==> config.mk <==
export PLATFORM = sky130hd
export DESIGN_NAME = pipe_ex_stage
export DESIGN_NICKNAME = d
export VERILOG_FILES = /design/src/rtl/riscv_pkg.sv /design/src/rtl/ex_mul_seq.sv /design/src/rtl/pipe_ex_stage.sv
export SDC_FILE = /design/constraint.sdc
export NUM_CORES = 1
export LEC_CHECK = 0
export ABC_AREA = 1
export CORE_UTILIZATION = 30
export CTS_CLUSTER_SIZE = 14
export DETAILED_ROUTE_END_ITERATION = 8
export SKIP_CTS_REPAIR_TIMING = 1
export SLEW_MARGIN = 20
export SYNTH_ARGS = -nofsm -noshare
export SYNTH_HDL_FRONTEND = slang
export SYNTH_SLANG_ARGS = --single-unit
==> constraint.sdc <==
create_clock -name clk -period 9.8 [get_ports clk]
set_clock_uncertainty 0.05 [all_clocks]
set_input_delay 1.96 -clock clk [delete_from_list [all_inputs] [get_ports clk]]
set_output_delay 1.96 -clock clk [all_outputs]
set_load 0.02 [all_outputs]
==> src/rtl/riscv_pkg.sv <==
// Shared encodings for the execute stage: ALU opcodes, multiplier FSM states
// and the default datapath width.
package riscv_pkg;

    localparam int WIDTH_DEF = 32;

    typedef enum logic [3:0] {
        ALU_ADD  = 4'b0000,
        ALU_SUB  = 4'b0001,
        ALU_AND  = 4'b0010,
        ALU_OR   = 4'b0011,
        ALU_XOR  = 4'b0100,
        ALU_SLL  = 4'b0101,
        ALU_SRL  = 4'b0110,
        ALU_SRA  = 4'b0111,
        ALU_SLT  = 4'b1000,
        ALU_SLTU = 4'b1001,
        ALU_MUL  = 4'b1010
    } alu_op_e;

    typedef enum logic [1:0] {
        MUL_IDLE = 2'd0,
        MUL_BUSY = 2'd1,
        MUL_DONE = 2'd2
    } mul_state_e;

endpackage

==> src/rtl/ex_mul_seq.sv <==
// Sequential shift-add multiplier: one partial product per cycle, WIDTH steps,
// keeps the low WIDTH bits of the product.
module ex_mul_seq
    import riscv_pkg::*;
#(
    parameter int WIDTH = WIDTH_DEF
) (
    input  logic             clk,
    input  logic             rst,
    input  logic             i_start,
    input  logic [WIDTH-1:0] i_op_a,
    input  logic [WIDTH-1:0] i_op_b,
    output logic             o_busy,
    output logic             o_done,
    output logic [WIDTH-1:0] o_product
);

    localparam int CNT_W = $clog2(WIDTH);

    mul_state_e       r_state;
    logic             r_busy;
    logic             r_done;
    logic [CNT_W-1:0] r_count;
    logic [WIDTH-1:0] r_mcand;
    logic [WIDTH-1:0] r_mplier;
    logic [WIDTH-1:0] r_acc;

    always_ff @(posedge clk or negedge rst) begin
        if (!rst) begin
            r_state  <= MUL_IDLE;
            r_busy   <= 1'b0;
            r_done   <= 1'b0;
            r_count  <= '0;
            r_mcand  <= '0;
            r_mplier <= '0;
            r_acc    <= '0;
        end else begin
            case (r_state)
                MUL_IDLE: begin
                    if (i_start) begin
                        r_mcand  <= i_op_a;
                        r_mplier <= i_op_b;
                        r_acc    <= '0;
                        r_count  <= '0;
                        r_state  <= MUL_BUSY;
                        r_busy   <= 1'b1;
                    end
                end
                MUL_BUSY: begin
                    if (r_mplier[0]) begin
                        r_acc <= r_acc + r_mcand;
                    end
                    r_mcand  <= r_mcand << 1;
                    r_mplier <= r_mplier >> 1;
                    r_count  <= r_count + 1'b1;
                    // Last step retires here; the product is valid during DONE.
                    if (r_count == CNT_W'(WIDTH - 1)) begin
                        r_state <= MUL_DONE;
                        r_busy  <= 1'b0;
                        r_done  <= 1'b1;
                    end
                end
                MUL_DONE: begin
                    r_state <= MUL_IDLE;
                    r_done  <= 1'b0;
                end
                default: begin
                    r_state <= MUL_IDLE;
                    r_busy  <= 1'b0;
                    r_done  <= 1'b0;
                end
            endcase
        end
    end

    assign o_busy    = r_busy;
    assign o_done    = r_done;
    assign o_product = r_acc;

endmodule

==> src/rtl/pipe_ex_stage.sv <==
// Execute stage: operand forwarding, single-cycle ALU, sequential multiply
// with pipeline stall, and the EX/MEM pipeline register.
module pipe_ex_stage
    import riscv_pkg::*;
#(
    parameter int WIDTH = WIDTH_DEF
) (
    input  logic             clk,
    input  logic             rst,
    input  logic [3:0]       ALUOP_IN,
    input  logic             ALUSRC_IN,
    input  logic             REGWRITE_IN,
    input  logic             MEMTOREG_IN,
    input  logic             MEMWRITE_IN,
    input  logic             MEMREAD_IN,
    input  logic [4:0]       ARS1_IN,
    input  logic [4:0]       ARS2_IN,
    input  logic [4:0]       ARD_IN,
    input  logic [WIDTH-1:0] RS1_IN,
    input  logic [WIDTH-1:0] RS2_IN,
    input  logic [WIDTH-1:0] IMMEDIATE_IN,
    input  logic             WB_REGWRITE,
    input  logic [4:0]       WB_ARD,
    input  logic [WIDTH-1:0] WB_DATA,
    output logic [WIDTH-1:0] ALURESULT_OUT,
    output logic [WIDTH-1:0] STOREDATA_OUT,
    output logic [4:0]       ARD_OUT,
    output logic             REGWRITE_OUT,
    output logic             MEMTOREG_OUT,
    output logic             MEMWRITE_OUT,
    output logic             MEMREAD_OUT,
    output logic             STALL_OUT
);

    logic [WIDTH-1:0] w_fwd_rs1;
    logic [WIDTH-1:0] w_fwd_rs2;
    logic [WIDTH-1:0] w_op_b;
    logic [WIDTH-1:0] w_alu_result;
    logic             w_exmem_ok;
    logic             w_start;
    logic             w_mul_busy;
    logic             w_mul_done;
    logic [WIDTH-1:0] w_mul_product;

    logic             r_mul_regwrite;
    logic             r_mul_memtoreg;
    logic             r_mul_memwrite;
    logic             r_mul_memread;
    logic [4:0]       r_mul_ard;
    logic [WIDTH-1:0] r_mul_store;

    // A load in EX/MEM has no data yet, so it never forwards.
    assign w_exmem_ok = REGWRITE_OUT && !MEMREAD_OUT && (ARD_OUT != 5'd0);

    always_comb begin
        w_fwd_rs1 = RS1_IN;
        if (w_exmem_ok && (ARD_OUT == ARS1_IN)) begin
            w_fwd_rs1 = ALURESULT_OUT;
        end else if (WB_REGWRITE && (WB_ARD != 5'd0) && (WB_ARD == ARS1_IN)) begin
            w_fwd_rs1 = WB_DATA;
        end
    end

    always_comb begin
        w_fwd_rs2 = RS2_IN;
        if (w_exmem_ok && (ARD_OUT == ARS2_IN)) begin
            w_fwd_rs2 = ALURESULT_OUT;
        end else if (WB_REGWRITE && (WB_ARD != 5'd0) && (WB_ARD == ARS2_IN)) begin
            w_fwd_rs2 = WB_DATA;
        end
    end

    assign w_op_b = ALUSRC_IN ? IMMEDIATE_IN : w_fwd_rs2;

    always_comb begin
        w_alu_result = '0;
        case (alu_op_e'(ALUOP_IN))
            ALU_ADD:  w_alu_result = w_fwd_rs1 + w_op_b;
            ALU_SUB:  w_alu_result = w_fwd_rs1 - w_op_b;
            ALU_AND:  w_alu_result = w_fwd_rs1 & w_op_b;
            ALU_OR:   w_alu_result = w_fwd_rs1 | w_op_b;
            ALU_XOR:  w_alu_result = w_fwd_rs1 ^ w_op_b;
            ALU_SLL:  w_alu_result = w_fwd_rs1 << w_op_b[4:0];
            ALU_SRL:  w_alu_result = w_fwd_rs1 >> w_op_b[4:0];
            ALU_SRA:  w_alu_result = WIDTH'($signed(w_fwd_rs1) >>> w_op_b[4:0]);
            ALU_SLT:  w_alu_result = WIDTH'($signed(w_fwd_rs1) < $signed(w_op_b));
            ALU_SLTU: w_alu_result = WIDTH'(w_fwd_rs1 < w_op_b);
            default:  w_alu_result = '0;
        endcase
    end

    // DONE is excluded so the still-held MUL in ID/EX is not accepted twice.
    assign w_start   = (ALUOP_IN == ALU_MUL) && !w_mul_busy && !w_mul_done;
    assign STALL_OUT = rst && (w_start || w_mul_busy);

    ex_mul_seq #(
        .WIDTH (WIDTH)
    ) u_mul (
        .clk       (clk),
        .rst       (rst),
        .i_start   (w_start),
        .i_op_a    (w_fwd_rs1),
        .i_op_b    (w_op_b),
        .o_busy    (w_mul_busy),
        .o_done    (w_mul_done),
        .o_product (w_mul_product)
    );

    always_ff @(posedge clk or negedge rst) begin
        if (!rst) begin
            r_mul_regwrite <= 1'b0;
            r_mul_memtoreg <= 1'b0;
            r_mul_memwrite <= 1'b0;
            r_mul_memread  <= 1'b0;
            r_mul_ard      <= '0;
            r_mul_store    <= '0;
        end else if (w_start) begin
            r_mul_regwrite <= REGWRITE_IN;
            r_mul_memtoreg <= MEMTOREG_IN;
            r_mul_memwrite <= MEMWRITE_IN;
            r_mul_memread  <= MEMREAD_IN;
            r_mul_ard      <= ARD_IN;
            r_mul_store    <= w_fwd_rs2;
        end
    end

    always_ff @(posedge clk or negedge rst) begin
        if (!rst) begin
            ALURESULT_OUT <= '0;
            STOREDATA_OUT <= '0;
            ARD_OUT       <= '0;
            REGWRITE_OUT  <= 1'b0;
            MEMTOREG_OUT  <= 1'b0;
            MEMWRITE_OUT  <= 1'b0;
            MEMREAD_OUT   <= 1'b0;
        end else if (w_mul_done) begin
            ALURESULT_OUT <= w_mul_product;
            STOREDATA_OUT <= r_mul_store;
            ARD_OUT       <= r_mul_ard;
            REGWRITE_OUT  <= r_mul_regwrite;
            MEMTOREG_OUT  <= r_mul_memtoreg;
            MEMWRITE_OUT  <= r_mul_memwrite;
            MEMREAD_OUT   <= r_mul_memread;
        end else if (w_start || w_mul_busy) begin
            ALURESULT_OUT <= '0;
            STOREDATA_OUT <= '0;
            ARD_OUT       <= '0;
            REGWRITE_OUT  <= 1'b0;
            MEMTOREG_OUT  <= 1'b0;
            MEMWRITE_OUT  <= 1'b0;
            MEMREAD_OUT   <= 1'b0;
        end else begin
            ALURESULT_OUT <= w_alu_result;
            STOREDATA_OUT <= w_fwd_rs2;
            ARD_OUT       <= ARD_IN;
            REGWRITE_OUT  <= REGWRITE_IN;
            MEMTOREG_OUT  <= MEMTOREG_IN;
            MEMWRITE_OUT  <= MEMWRITE_IN;
            MEMREAD_OUT   <= MEMREAD_IN;
        end
    end

endmodule

==> results of run 1 <==
## placed cells by master, fill, tap and decap left out, types with 30 or more instances in the layout
master and n:
o211ai_1 44, a21oi_1 173, nand3_1 466, inv_1 299, o21ai_1 43, clkdlybuf4s50_1 231
dfrtp_1 218, buf_4 40, o221ai_1 38, nand2_2 30, nor2_1 194, ha_1 133
o21ai_0 252, nand2_1 967
## metrics by stage
stage,area (um2),power (W),std cells,utilization
floorplan,21300,0.00254,3312,-
global placement,24200,0.00323,4355,0.346
detailed placement,24200,0.00324,4355,0.346
CTS,25200,0.00430,4402,0.359
global route,25200,0.00459,4402,0.359
finish,25200,0.00432,4403,0.359
## worst reg2reg max path: cells and delay by family (launching register included)
kind	cells	cell delay, ns
and+or+nand+nor	16	2.62
AOI/OAI and AO/OA	6	1.08
adders and majority gates	2	0.84
buffers and inverters	5	0.81
DFF	1	0.45
## cell families after synthesis
logic type                 share of synthesized area
AOI/OAI and AO/OA                              0.190
xor gates and xnor gates                      0.0140
adders and majority gates                     0.0811
buffers and inverters                         0.0981
DFF                                            0.258
and+or+nand+nor                                0.359
## registers in the layout, indices dropped and copies added (netlist names), 2 cells and up
| signal | cells |
|---|---|
| ALURESULT_OUT | 32 |
| STOREDATA_OUT | 32 |
| r_mul_store | 32 |
| u_mul.o_product | 32 |
| u_mul.r_mcand | 32 |
| u_mul.r_mplier | 32 |
| ARD_OUT | 5 |
| r_mul_ard | 5 |
| u_mul.r_count | 5 |
| u_mul.r_state | 2 |
## routing by layer
| layer | part of all wire | track usage | wire length, um |
|---|---|---|---|
| met2 | 0.45 | 0.452 | 46300 |
| met1 | 0.41 | 0.359 | 41700 |
| met4 | 0.050 | 0.122 | 5100 |
| met5 | 0.00050 | 0 | 51 |
| met3 | 0.091 | 0.0603 | 9350 |
## worst max-delay path by stage
stage | slack [ns] | cells after the start | from | end
2_1_floorplan | 4.30 | 27 | WB_ARD[2] | ALURESULT_OUT[0]$_DFF_PN0_
3_3_place_gp | 1.99 | 29 | WB_ARD[1] | ALURESULT_OUT[26]$_DFF_PN0_
3_5_place_dp | 1.99 | 29 | WB_ARD[1] | ALURESULT_OUT[20]$_DFF_PN0_
4_1_cts | 2.57 | 29 | WB_ARD[1] | ALURESULT_OUT[20]$_DFF_PN0_
5_1_grt | 2.08 | 29 | WB_ARD[1] | ALURESULT_OUT[26]$_DFF_PN0_
6_report | 2.32 | 29 | WB_ARD[2] | ALURESULT_OUT[20]$_DFF_PN0_
## final cells by class
| cell class | count | area (um2) |
|---|---|---|
| diodes | 1 | 2.50 |
| clock buffers | 37 | 793 |
| clock inverters | 10 | 121 |
| fillers | 7714 | 44900 |
| inverters | 319 | 1200 |
| multi-input cells | 2603 | 13700 |
| flip-flops and latches | 219 | 5480 |
| well taps | 940 | 1180 |
| repair buffers | 274 | 2640 |
## power breakdown
part	switching, W	internal, W	leakage (nW)
combinational	0.00131	0.000647	8.65
sequential	0.000176	0.00114	2.88
clock	0.000432	0.000617	0.439
==> results by group, run 1 <==
Clock network
  – Clock buffer count from CTS: 27
  – Htree depth: 1
  – Skew-Pair Late Insertion Delay: 0.57 ns
  – Num Clock Sinks: 219
  – CTS tree: built
  – Clk slew on worst S/H paths: 0.06 ns
  – Clk buf depth: 3
  – Clock tree root buffer cell: clkbuf_16

STA
  – Final period utilization: 0.763
  – Hold Violations, Final: 0
  – Minimum clock period: 7.48 ns
  – Fmax: 0.134 GHz
  – Fin. max-slew vios: 0
  – Unrepaired setup endpoints after global routing: false
  – Least-Margin Pin Slew: 1.03 ns
  – Setup TNS: 0 ns
  – PnR worst setup slack: 2.32 ns
  – Slew headroom: 0.295
  – Final setup viols: 0
  – Hold_ws: 0.424 ns

Setup path
  – FF-to-FF setup slack: 3.83 ns
  – CP max FO: 44
  – Worst setup EP type: flop
  – Worst reg2reg startpoint: ARD_OUT[2]$_DFF_PN0_
  – CP bufs+invs: 6
  – Kind of critical path: in2reg
  – R2r endpoint: ALURESULT_OUT[20]$_DFF_PN0_
  – Slowest stage cell, crit path: nor2_4
  – Kind of cell adding the most delay to the critical path: simple AND/OR/NAND/NOR gates
  – Most used cell along the critical path: nand2_1
  – Critical Path Source Type: input pin
  – Critical path arrival: 7.84 ns
  – Reg2Reg Depth: 29
  – CP peak stage delay: 0.56 ns
  – Worst path required time: 10.16 ns

Yosys
  – Syn avg cell area: 6.42 um2
  – Cells after synthesis: 3312
  – Synth top area cells: dfrtp_1, nand2_1, nand3_1, ha_1, o21ai_0
  – Post-synth ARST share: 1.00
  – Syn_nets: 3608
  – Most frequent cell after synthesis: nand2_1
  – Top cell type by total area after synthesis: dfrtp_1
  – Top_reg_cell synth: dfrtp_1
  – Post-synth top area share: 0.258
  – Syn. warnings: 0
  – Post-synth EDFFs: 0
  – Synth top cells by count: nand2_1, nand3_1, inv_1
  – Register bit total from synthesis: 219
  – Share of the yosys chip area belonging to registers: 0.258
  – Library cells used by synthesis: 59
  – Synthesized area: 21300 um2

Power and ir drop
  – Cell Pwr Density: 172 nW/um2
  – Worst vdd ir: 0.124 mV
  – LEAKAGE: 12.0 nW

Hold path
  – Hold Startpoint: r_mul_ard[2]$_DFFE_PN0P_
  – Worst Hold Depth: 2
  – Type of the tightest min-delay check: reg2reg
  – Worst Hold Endpoint: ARD_OUT[2]$_DFF_PN0_

Floorplan
  – Starting Density: 0.304
  – Die area: 71900 um2
  – Core ar.: 70000 um2
  – Die Ht: 268 um
  – Row count: 97
  – Die Wd: 268 um
  – Top Ports: 234

Routing
  – Routed length per placed instance: 23.3 um
  – DRC Markers: 0
  – DRT iter0 DRCs: 3022
  – Number of nets with antenna violations after routing: 0
  – Vias: 24324
  – DR vias/cell: 5.52
  – WL final: 103000 um
  – 1st-pass router iterations: 8

Final layout
  – Share of cells above drive strength 1: 0.0581
  – Area grow syn2layout: 18.3%
  – Final nets: 3740

Global routing
  – Antenna violations before repair: 5
  – GRT Total Usage: 0.280
  – Vias in the first global route: 22911
  – Congestion Overflow GR: 0
  – Largest net degree at the start of global routing: 92
  – First-pass GRT wire length: 150000 um

Place
  – Pre-CTS WS: 1.99 ns
  – Final Wtd Congestion: 1.03
  – Dpl hpwl: 78500 um
  – Port buffer count: 233

Outcome
  – Status: finished clean

Job
  – Max-cap check violation count: 0
(Power assumes the default switching activity.)
==> run 2, diff against run 1 <==
- clock period: 9.8 -> 6.4 ns (I/O delays scaled with it)
==> run 2 against run 1 <==
Net effect:
- sequential share of layout area shrank 0.68 points
- non-clock buffer count rose by 94
- wire length shrank 1.0%
- critical path depth fell by 7
- via count grew 0.49%
- register-to-register slack got worse by 2.8 ns
- sequential power grew 55%
- critical endpoint is now ALURESULT_OUT[22]$_DFF_PN0_
- largest cell class unchanged
==> results by group, run 2 (synthesis gave the netlist of run 1 again) <==
Outcome
  – Status: finished clean

Power and ir drop
  – Comb power frac: 0.452
  – P_int: 0.00379 W
  – P_sw: 0.00296 W
  – Cell Pwr Density: 260 nW/um2
  – Sequential power share: 0.300
  – Net Sw Frac: 0.439
  – LEAKAGE: 12.5 nW
  – Worst vdd ir: 0.175 mV
  – Clock power frac: 0.248

Job
  – Max-cap check violation count: 0

Global routing
  – GRT Total Usage: 0.277
  – Vias in the first global route: 23065
  – First-pass GRT wire length: 148000 um
  – Largest net degree at the start of global routing: 87
  – Antenna violations before repair: 4
  – Congestion Overflow GR: 0

STA
  – Hold Violations, Final: 0
  – Unrepaired setup endpoints after global routing: false
  – Minimum clock period: 6.06 ns
  – Final period utilization: 0.947
  – Hold_ws: 0.427 ns
  – Setup TNS: 0 ns
  – Least-Margin Pin Slew: 1.01 ns
  – Fin. max-slew vios: 0
  – PnR worst setup slack: 0.337 ns
  – Fmax: 0.165 GHz
  – Final setup viols: 0
  – Slew headroom: 0.324

Floorplan
  – Starting Density: 0.304
  – Die Wd: 268 um
  – Die Ht: 268 um
  – Top Ports: 234
  – Row count: 97
  – Core ar.: 70000 um2
  – Die area: 71900 um2

Routing
  – Number of nets with antenna violations after routing: 0
  – DRC Markers: 0
  – DRT iter0 DRCs: 2757
  – WL final: 102000 um
  – Vias: 24443
  – DR vias/cell: 5.43
  – Routed length per placed instance: 22.5 um
  – 1st-pass router iterations: 9

Place
  – Dpl hpwl: 79700 um
  – Pre-CTS WS: -0.345 ns
  – Port buffer count: 233
  – Final Wtd Congestion: 1.08

Final layout
  – Final nets: 3835
  – Area grow syn2layout: 22.2%
  – Commonest cells after routing, fill and taps aside: nand2_1, nand3_1, inv_1
  – Share of cells above drive strength 1: 0.0842
  – Most common cell after layout, fill and taps aside: nand2_1
  – Post-layout util: 0.371

Setup path
  – Kind of critical path: in2reg
  – Kind of cell adding the most delay to the critical path: simple AND/OR/NAND/NOR gates
  – Critical path arrival: 6.49 ns
  – CP bufs+invs: 4
  – Crit-path cells: clkdlybuf4s50_1, xor2_1, nor2_1, nand3b_4, buf_4, o211ai_1, o21ai_0, o21ai_0, inv_1, ha_1, nor2_1, inv_1, nor4_2, nand4_1, nand3_1, a21oi_1, o21ai_0, o2111ai_1, nor2_1, nand4_1, nand2_1, nand2_1
  – Worst path required time: 6.82 ns
  – Critical Path Source Type: input pin
  – CP peak stage delay: 0.48 ns
  – Slowest stage cell, crit path: nor4_2
  – CP max FO: 29
  – Worst setup EP type: flop

Clock network
  – Skew-Pair Late Insertion Delay: 0.59 ns
  – Htree depth: 1
  – Clock buffer count from CTS: 28
  – Num Clock Sinks: 219
  – CTS tree: built
  – Clk buf depth: 3
  – Clk slew on worst S/H paths: 0.06 ns
  – Clock tree root buffer cell: clkbuf_16

Hold path
  – Type of the tightest min-delay check: reg2reg
-- run 2: cell types whose count changed in the layout (fill, tap and decap cells not counted), moves of 2 or more --
cell / delta
buf_4: +91
buf_12: +4
clkinv_2: +4
clkinvlp_4: -2
diode_2: +2
-- run 2: worst min-delay path: cells and delay by family (launching register included) --
kind / cells / cell delay, ns
AO/OA/AOI/OAI: 1 / 0.06
flip-flops: 1 / 0.34
AND/OR/NAND/NOR: 1 / 0.05
-- run 2: power groups by stage --
stage | logic [W] | clock network [W] | registers, W
after global routing | 0.00338 | 0.00175 | 0.00207
after CTS | 0.00301 | 0.00170 | 0.00202
final | 0.00305 | 0.00168 | 0.00203
after floorplan | 0.00189 | 0 | 0.00200
after detailed placement | 0.00299 | 0 | 0.00204
after global placement | 0.00299 | 0 | 0.00203
-- run 2: final timing paths --
| path | from | to | slack (ns) | cells after the start |
|---|---|---|---|---|
| max in group asynchronous | rst | u_mul.r_mplier[12]$_DFFE_PN0P_ | 4.15 | 2 |
| min in group asynchronous | rst | u_mul.r_count[1]$_DFFE_PN0P_ | 0.64 | 1 |
| worst min register to register | r_mul_memread$_DFFE_PN0P_ | MEMREAD_OUT$_DFF_PN0_ | 0.43 | 2 |
| worst max register to register | ARD_OUT[4]$_DFF_PN0_ | ALURESULT_OUT[22]$_DFF_PN0_ | 1.06 | 21 |
| worst min-delay path | r_mul_memread$_DFFE_PN0P_ | MEMREAD_OUT$_DFF_PN0_ | 0.43 | 2 |
| worst max-delay path | ARS2_IN[3] | ALURESULT_OUT[22]$_DFF_PN0_ | 0.34 | 22 |
-- run 2: stage by stage --
step / instances / cell area, um2 / total power, W
finish: 4504 / 26000 / 0.00676
floorplan: 3312 / 21300 / 0.00390
global route: 4501 / 26000 / 0.00719
detailed placement: 4449 / 25000 / 0.00503
CTS: 4501 / 26000 / 0.00673
global placement: 4449 / 25000 / 0.00502
-- run 2: area by class of cell --
class	instances	area, um2
Fill cell	7635	44100
Multi-Input combinational cell	2603	13700
Sequential cell	219	5480
Timing Repair Buffer	368	3400
Inverter	319	1200
Tap cell	940	1180
Clock buffer	40	836
Clock inverter	12	134
Antenna cell	3	7.51
-- run 2: layer usage --
layer  track usage  share of wire  up-vias
li1              -              -    11558
met5             0              0        -
met1         0.365           0.42    11500
met3        0.0611          0.098      211
met2         0.432           0.44     1174
met4         0.120          0.048        0
